<file path="src/rtl/onehot_encoder_seq.sv">
// Iterative encoder: signed n -> 2*LEN-bit one-hot (mode 0) or MSB-first leading-ones (mode 1) code.
// Valid n completes in n+2 cycles, negative/out-of-range n in 1 cycle; i_start is ignored while busy.
module onehot_encoder_seq #(
    parameter int LEN   = 8,
    parameter int WIDTH = 5
) (
    input  logic             i_clk,
    input  logic             i_rst,
    input  logic             i_start,
    input  logic             i_mode,
    input  logic [WIDTH-1:0] i_y,
    output logic [LEN-1:0]   o_a_oh,
    output logic [LEN-1:0]   o_b_oh,
    output logic             o_busy,
    output logic             o_done,
    output logic             o_overflow,
    output logic             o_err
);

    localparam int          CW     = 2 * LEN;
    localparam logic [31:0] CW_MAX = 32'(CW - 1);

    typedef enum logic [1:0] {
        S_IDLE = 2'd0,
        S_RUN  = 2'd1,
        S_DONE = 2'd2
    } state_t;

    state_t            state_q, state_d;
    logic              mode_q, mode_d;
    logic [WIDTH-1:0]  cnt_q, cnt_d;
    logic [CW-1:0]     shreg_q, shreg_d;
    logic [CW-1:0]     code_q, code_d;
    logic              ovf_q, ovf_d;
    logic              err_q, err_d;

    logic [31:0]       y_ext;
    logic              y_neg;
    logic              y_big;

    // Range check on the sign-extended value so no high bits of n are lost.
    always_comb begin
        y_ext = {{(32-WIDTH){i_y[WIDTH-1]}}, i_y};
        y_neg = i_y[WIDTH-1];
        y_big = (y_ext > CW_MAX);
    end

    always_comb begin
        state_d = state_q;
        mode_d  = mode_q;
        cnt_d   = cnt_q;
        shreg_d = shreg_q;
        code_d  = code_q;
        ovf_d   = ovf_q;
        err_d   = err_q;
        case (state_q)
            S_IDLE: begin
                if (i_start) begin
                    mode_d = i_mode;
                    if (y_neg) begin
                        err_d   = 1'b1;
                        ovf_d   = 1'b0;
                        code_d  = '0;
                        state_d = S_DONE;
                    end else if (y_big) begin
                        err_d   = 1'b0;
                        ovf_d   = 1'b1;
                        code_d  = '0;
                        state_d = S_DONE;
                    end else begin
                        cnt_d   = i_y;
                        shreg_d = i_mode ? '0 : CW'(1);
                        state_d = S_RUN;
                    end
                end
            end
            S_RUN: begin
                if (cnt_q != '0) begin
                    // Mode 1 fills ones in from the MSB end.
                    shreg_d = mode_q ? {1'b1, shreg_q[CW-1:1]} : {shreg_q[CW-2:0], 1'b0};
                    cnt_d   = cnt_q - WIDTH'(1);
                end else begin
                    code_d  = shreg_q;
                    ovf_d   = 1'b0;
                    err_d   = 1'b0;
                    state_d = S_DONE;
                end
            end
            S_DONE: begin
                state_d = S_IDLE;
            end
            default: begin
                state_d = S_IDLE;
            end
        endcase
    end

    always_ff @(posedge i_clk or posedge i_rst) begin
        if (i_rst) begin
            state_q <= S_IDLE;
            mode_q  <= 1'b0;
            cnt_q   <= '0;
            shreg_q <= '0;
            code_q  <= '0;
            ovf_q   <= 1'b0;
            err_q   <= 1'b0;
        end else begin
            state_q <= state_d;
            mode_q  <= mode_d;
            cnt_q   <= cnt_d;
            shreg_q <= shreg_d;
            code_q  <= code_d;
            ovf_q   <= ovf_d;
            err_q   <= err_d;
        end
    end

    assign o_a_oh     = code_q[LEN-1:0];
    assign o_b_oh     = code_q[CW-1:LEN];
    assign o_busy     = (state_q != S_IDLE);
    assign o_done     = (state_q == S_DONE);
    assign o_overflow = ovf_q;
    assign o_err      = err_q;

endmodule

</file>
<file path="config.mk">
export PLATFORM = sky130hd
export DESIGN_NAME = onehot_encoder_seq
export DESIGN_NICKNAME = d
export VERILOG_FILES = /design/src/rtl/onehot_encoder_seq.sv
export SDC_FILE = /design/constraint.sdc
export NUM_CORES = 1
export LEC_CHECK = 0
export ABC_AREA = 1
export BUFFER_PORTS_ARGS = -buffer_cell sky130_fd_sc_hd__buf_2
export CAP_MARGIN = 40
export CORE_AREA = 5 5 70 72
export CTS_BUF_LIST = sky130_fd_sc_hd__clkbuf_2
export DETAILED_ROUTE_END_ITERATION = 10
export DIE_AREA = 0 0 75 77
export HOLD_SLACK_MARGIN = 0.06
export PLACE_DENSITY = 0.81
export SLEW_MARGIN = 20
export SYNTH_ARGS = -nofsm -noshare
export SYNTH_HDL_FRONTEND = slang
export SYNTH_SLANG_ARGS = --single-unit
</file>
<file path="constraint.sdc">
create_clock -name i_clk -period 1.38 [get_ports i_clk]
set_input_delay 0.069 -clock i_clk [delete_from_list [all_inputs] [get_ports i_clk]]
set_output_delay 0.069 -clock i_clk [all_outputs]
set_load 0.02 [all_outputs]
</file>
==> impl.org <==
** Pwr
- Internal power comes to approximately 0.0028 W.
- Pwr/cell area :: 1864 nW/µm²
- Net switching component of the power :: 0.002192 W
- Relative contribution of combinational cells to total power :: 0.537
- Sequential power share :: 0.317
- The analysis attributes to cell leakage a power of between 1 and 1.5 nW.
- The share of total power dissipated in the clock network is 0.146.
- Worst IR drop on VDD :: 0.0009938 V
- Proportion of total power due to net switching :: 0.4361

** Die
- I/O pin count :: 29
- In this run the horizontal extent of the chip is 75 µm.
- Die H :: slightly below 80 µm
- Starting density of the core :: 0.4976
- Standard cell core area :: 4234 µm²
- In this run the core area contains 24 standard-cell rows.
- Die area :: 5775 µm²

** STA
- Setup repair after global routing could not meet its margin everywhere.
- Once routing completed, OpenROAD measured the worst setup slack at -0.1528 ns.
- Worst-case clock skew :: between 0.02 and 0.03 ns
- Min Tclk post-route :: between 1.5 and 2 ns
- Post-Route Setup TNS :: -0.3745 ns
- Fin crit share :: 1.111
- Total of endpoints with negative setup slack in the final report :: 11
- Final hold slack :: just over 0.3 ns
- Pins over their slew limit :: 0
- For the pin with the worst max-slew slack, the measured transition is about 0.53 ns.
- Final hold violation count :: 0
- Upper clock frequency limit :: 652.4 MHz
- Worst slew margin relative to its limit :: 0.6472

** Setup path
- Nature of the critical path startpoint :: flip-flop
- Data required time at the worst endpoint :: 1.73 ns
- STA classifies the critical path endpoint as a flip-flop.
- Arrival time at the worst endpoint :: 1.88 ns
- Library cell contributing the largest single delay on the critical path :: dfrtp_1
- Of all nets on the critical path, the largest fanout is 14.
- Critical register-to-register path startpoint :: state_q[0]
- Traced cell by cell, the critical path runs through buf_6, inv_2, nor2_8, inv_6, clkbuf_16, a21oi_1, nand2_1, o21ai_2.
- By startpoint and endpoint, the worst setup path is classified as flip-flop to flip-flop.
- The worst register-to-register path ends at shreg_q[13].
- Crit path largest cell delay :: 0.45 ns
- The number of buffers and inverters on the critical path is 4.
- Dominant delay contributor by cell family on the critical path :: flip-flops
- R2R cell count :: 8
- Across all register-to-register paths, the minimum setup slack is -0.15 ns.

** Detailed routing
- Post-DRT Antenna Nets :: 0
- Initial detailed-routing violation count :: between 200 and 250
- The routed layout has a little under 2,000 vias.
- Average wire length per cell after detail routing :: between 10 and 15 µm
- The first detailed-routing pass took 5 iterations.
- In the routed layout, each cell is associated on average with a via count of 5.214.
- Post-Route WL :: 5.454 mm
- Remaining routing DRC violations :: 0

** Placed design
- In this run the tool buffered the top-level ports with 28 buffer cells.
- Final weighted congestion in routability-driven placement :: ~0.8
- Prior to clock tree synthesis, the placed netlist has a worst setup slack of around 0.035 ns.
- Post-Place Cells :: 356
- Post-detailed-placement half-perimeter wirelength :: 2.925 mm

** Clock tree
- Counting every sink on the clock net gives 42.
- The tree is rooted in a clkbuf_2.
- Total clock buffers created by CTS :: 5
- At the later pin of the worst-skew pair, clock insertion delay measures around 0.42 ns.
- After clock tree synthesis, the clock-pin slew on the worst setup and hold paths is about 0.23 ns.
- CTS HTree Levels :: 2
- TritonCTS built the clock tree.
- Maximum count of clock buffers along a single path :: 2

** Run status
- The final reports fail on setup timing.
- Result of the run :: complete, but fails checks

** Synth
- Synthesized instance count :: roughly 280
- The number of different library cells used by synthesis comes to 21.
- Of the total synthesized cell area, the portion taken by AND, OR, NAND and NOR gates is 0.2999.
- A synthesized cell averages 7.607 µm².
- Of the total synthesized cell area, the portion taken by XOR and XNOR cells is 0.
- Measured against the total synthesized area, the mux share comes to 0.
- When the netlist entered floorplanning its net count stood at 287.
- Of the total synthesized cell area, the portion taken by full adders, half adders and majority gates is 0.005938.
- The cell area that synthesis handed to floorplanning was 2107 µm².
- Yosys printed 0 warnings.
- Area fraction in compound gates after synthesis :: 0.1057
- Register bit count reported by yosys :: 42
- After synthesis, the largest family of logic cells by area is simple AND/OR/NAND/NOR gates.
- Sequential element share of the synthesized area :: 0.4988

** Layout
- Final core utilization :: 0.6371
- Fraction of final layout cells with drive strength greater than 1 :: 0.2569
- At the end of the flow, the number of nets in the layout was 336.
- Leaving out filler cells and counting taps, the final layout contains 379.
- Fillcell total :: 324
- The area growth from synthesis to layout is 28.03%.
- Number of antenna repair diodes :: 0

** Global route
- Final global-route overflow total :: 0
- Number of global-route vias before repair :: 1,691
- Across every metal layer, demand over resource in global routing totals 0.1745.
- Wire length of the first global-routing pass :: 7.879 mm
- Maximum number of pins on one net before global-route repair :: 43
- The number of antenna violations at the first check in global routing is 0.

** Job
- Total of max-cap violations :: 0

** Hold path
- The tightest min-delay check is of the input port to async pin type.
[worst max-delay path by stage]
stage                from           to  depth (start not counted)
2_1_floorplan    cnt_q[0]     cnt_q[4]                          9
3_3_place_gp     cnt_q[1]    code_q[3]                          7
3_5_place_dp     cnt_q[1]   shreg_q[5]                          8
4_1_cts          cnt_q[1]   shreg_q[6]                          7
5_1_grt        state_q[0]  shreg_q[13]                          8
6_report       state_q[0]  shreg_q[13]                          8
[cell type report]
type / count / area [µm²] / area share
clock buffer: 7 / 35.03 / 0.01299
clock inverter: 1 / 30.03 / 0.01113
inverter: 30 / 117.6 / 0.04360
multi-input combinational: 192 / 935.9 / 0.3469
sequential: 42 / 1052 / 0.3901
tap: 52 / 65.06 / 0.02412
timing repair buffer: 55 / 461.7 / 0.1712
[cell usage after synthesis]
cell      count  share of area
o21ai_0      14          0.033
clkbuf_1      3         0.0053
o21ai_2       4          0.017
o21ai_1       3         0.0071
a21oi_1      16          0.038
nand2_4       1         0.0053
dfrtp_1      42           0.50
inv_2         3         0.0053
nand3_1      20          0.048
buf_2         7          0.017
nand2_2       2         0.0059
nand2_1     104           0.19
nor2_8        1         0.0095
inv_1        27          0.048
nand3b_1      2         0.0071
nor2_1       22          0.039
a21oi_4       1         0.0077
buf_6         2          0.011
o22ai_1       1         0.0030
ha_1          1         0.0059
buf_4         1         0.0036
[layout by cell type, fill, tap and decap left out]
master | Yosys | routed
a21oi_1 | 16 | 11
a21oi_2 | 0 | 5
a21oi_4 | 1 | 1
buf_12 | 0 | 2
buf_2 | 7 | 26
buf_4 | 1 | 9
buf_6 | 2 | 7
buf_8 | 0 | 1
bufinv_16 | 0 | 1
clkbuf_16 | 0 | 2
clkbuf_2 | 0 | 7
dfrtp_1 | 42 | 41
dfrtp_2 | 0 | 1
dlygate4sd3_1 | 0 | 8
ha_4 | 0 | 1
inv_1 | 27 | 24
inv_2 | 3 | 5
inv_6 | 0 | 1
nand2_1 | 104 | 104
nand2_4 | 1 | 3
nand3_1 | 20 | 19
nand3_4 | 0 | 1
nand3b_1 | 2 | 2
nor2_1 | 22 | 16
nor2_2 | 0 | 6
nor2_8 | 1 | 1
o21ai_0 | 14 | 9
o21ai_1 | 3 | 8
o21ai_2 | 4 | 4
o22ai_1 | 1 | 1
[metrics by stage]
step	cell area, µm²	power, W
5_1_grt	2698	0.005337
6_report	2698	0.005027
3_5_place_dp	2369	0.003614
2_1_floorplan	2125	0.003049
3_3_place_gp	2369	0.003574
4_1_cts	2537	0.004421
[flip-flops by register name, indices dropped and copies added (netlist names)]
signal	flops
cnt_q	5
code_q	16
mode_q	1
o_err	1
o_overflow	1
shreg_q	16
state_q	2
[repair_timing]
| item | CTS | global route |
|---|---|---|
| hold buffers | 8 | 0 |
| gates resized for setup | 4 | 30 |
| buffers inserted | 2 | 2 |
| endpoints found under the setup margin | 2 | 40 |
| cloned | 0 | 3 |
| hold endpoints to repair | 49 | 0 |
[cells by family (layout without fill, tap and decap cells)]
kind of cell	count (synthesis)	count (layout)
DFF	42	42
and+or+nand+nor	152	152
AOI/OAI and AO/OA	39	39
buffers and inverters	43	93
adders and majority gates	1	1
[tightest hold or removal path: cells and delay by family]
family	cells	cell delay [ns]
buffers and inverters	4	1.15
[power groups by stage]
stage          clock network (W)  logic, W  registers [W]
5_1_grt                 0.000795   0.00293        0.00161
3_3_place_gp                   0   0.00197        0.00161
6_report                0.000734   0.00270        0.00159
4_1_cts                 0.000740   0.00211        0.00157
2_1_floorplan                  0   0.00140        0.00165
3_5_place_dp                   0   0.00200        0.00162
[routing by layer]
| layer | vias to the layer above | wire (µm) | GRT usage |
|---|---|---|---|
| met1 | 910 | 2332 | 0.2392 |
| met5 | - | 0 | 0 |
| met4 | 0 | 201 | 0.07829 |
| met3 | 20 | 301 | 0.04052 |
| li1 | 961 | - | - |
| met2 | 85 | 2619 | 0.2578 |
(Power assumes the default switching activity.)
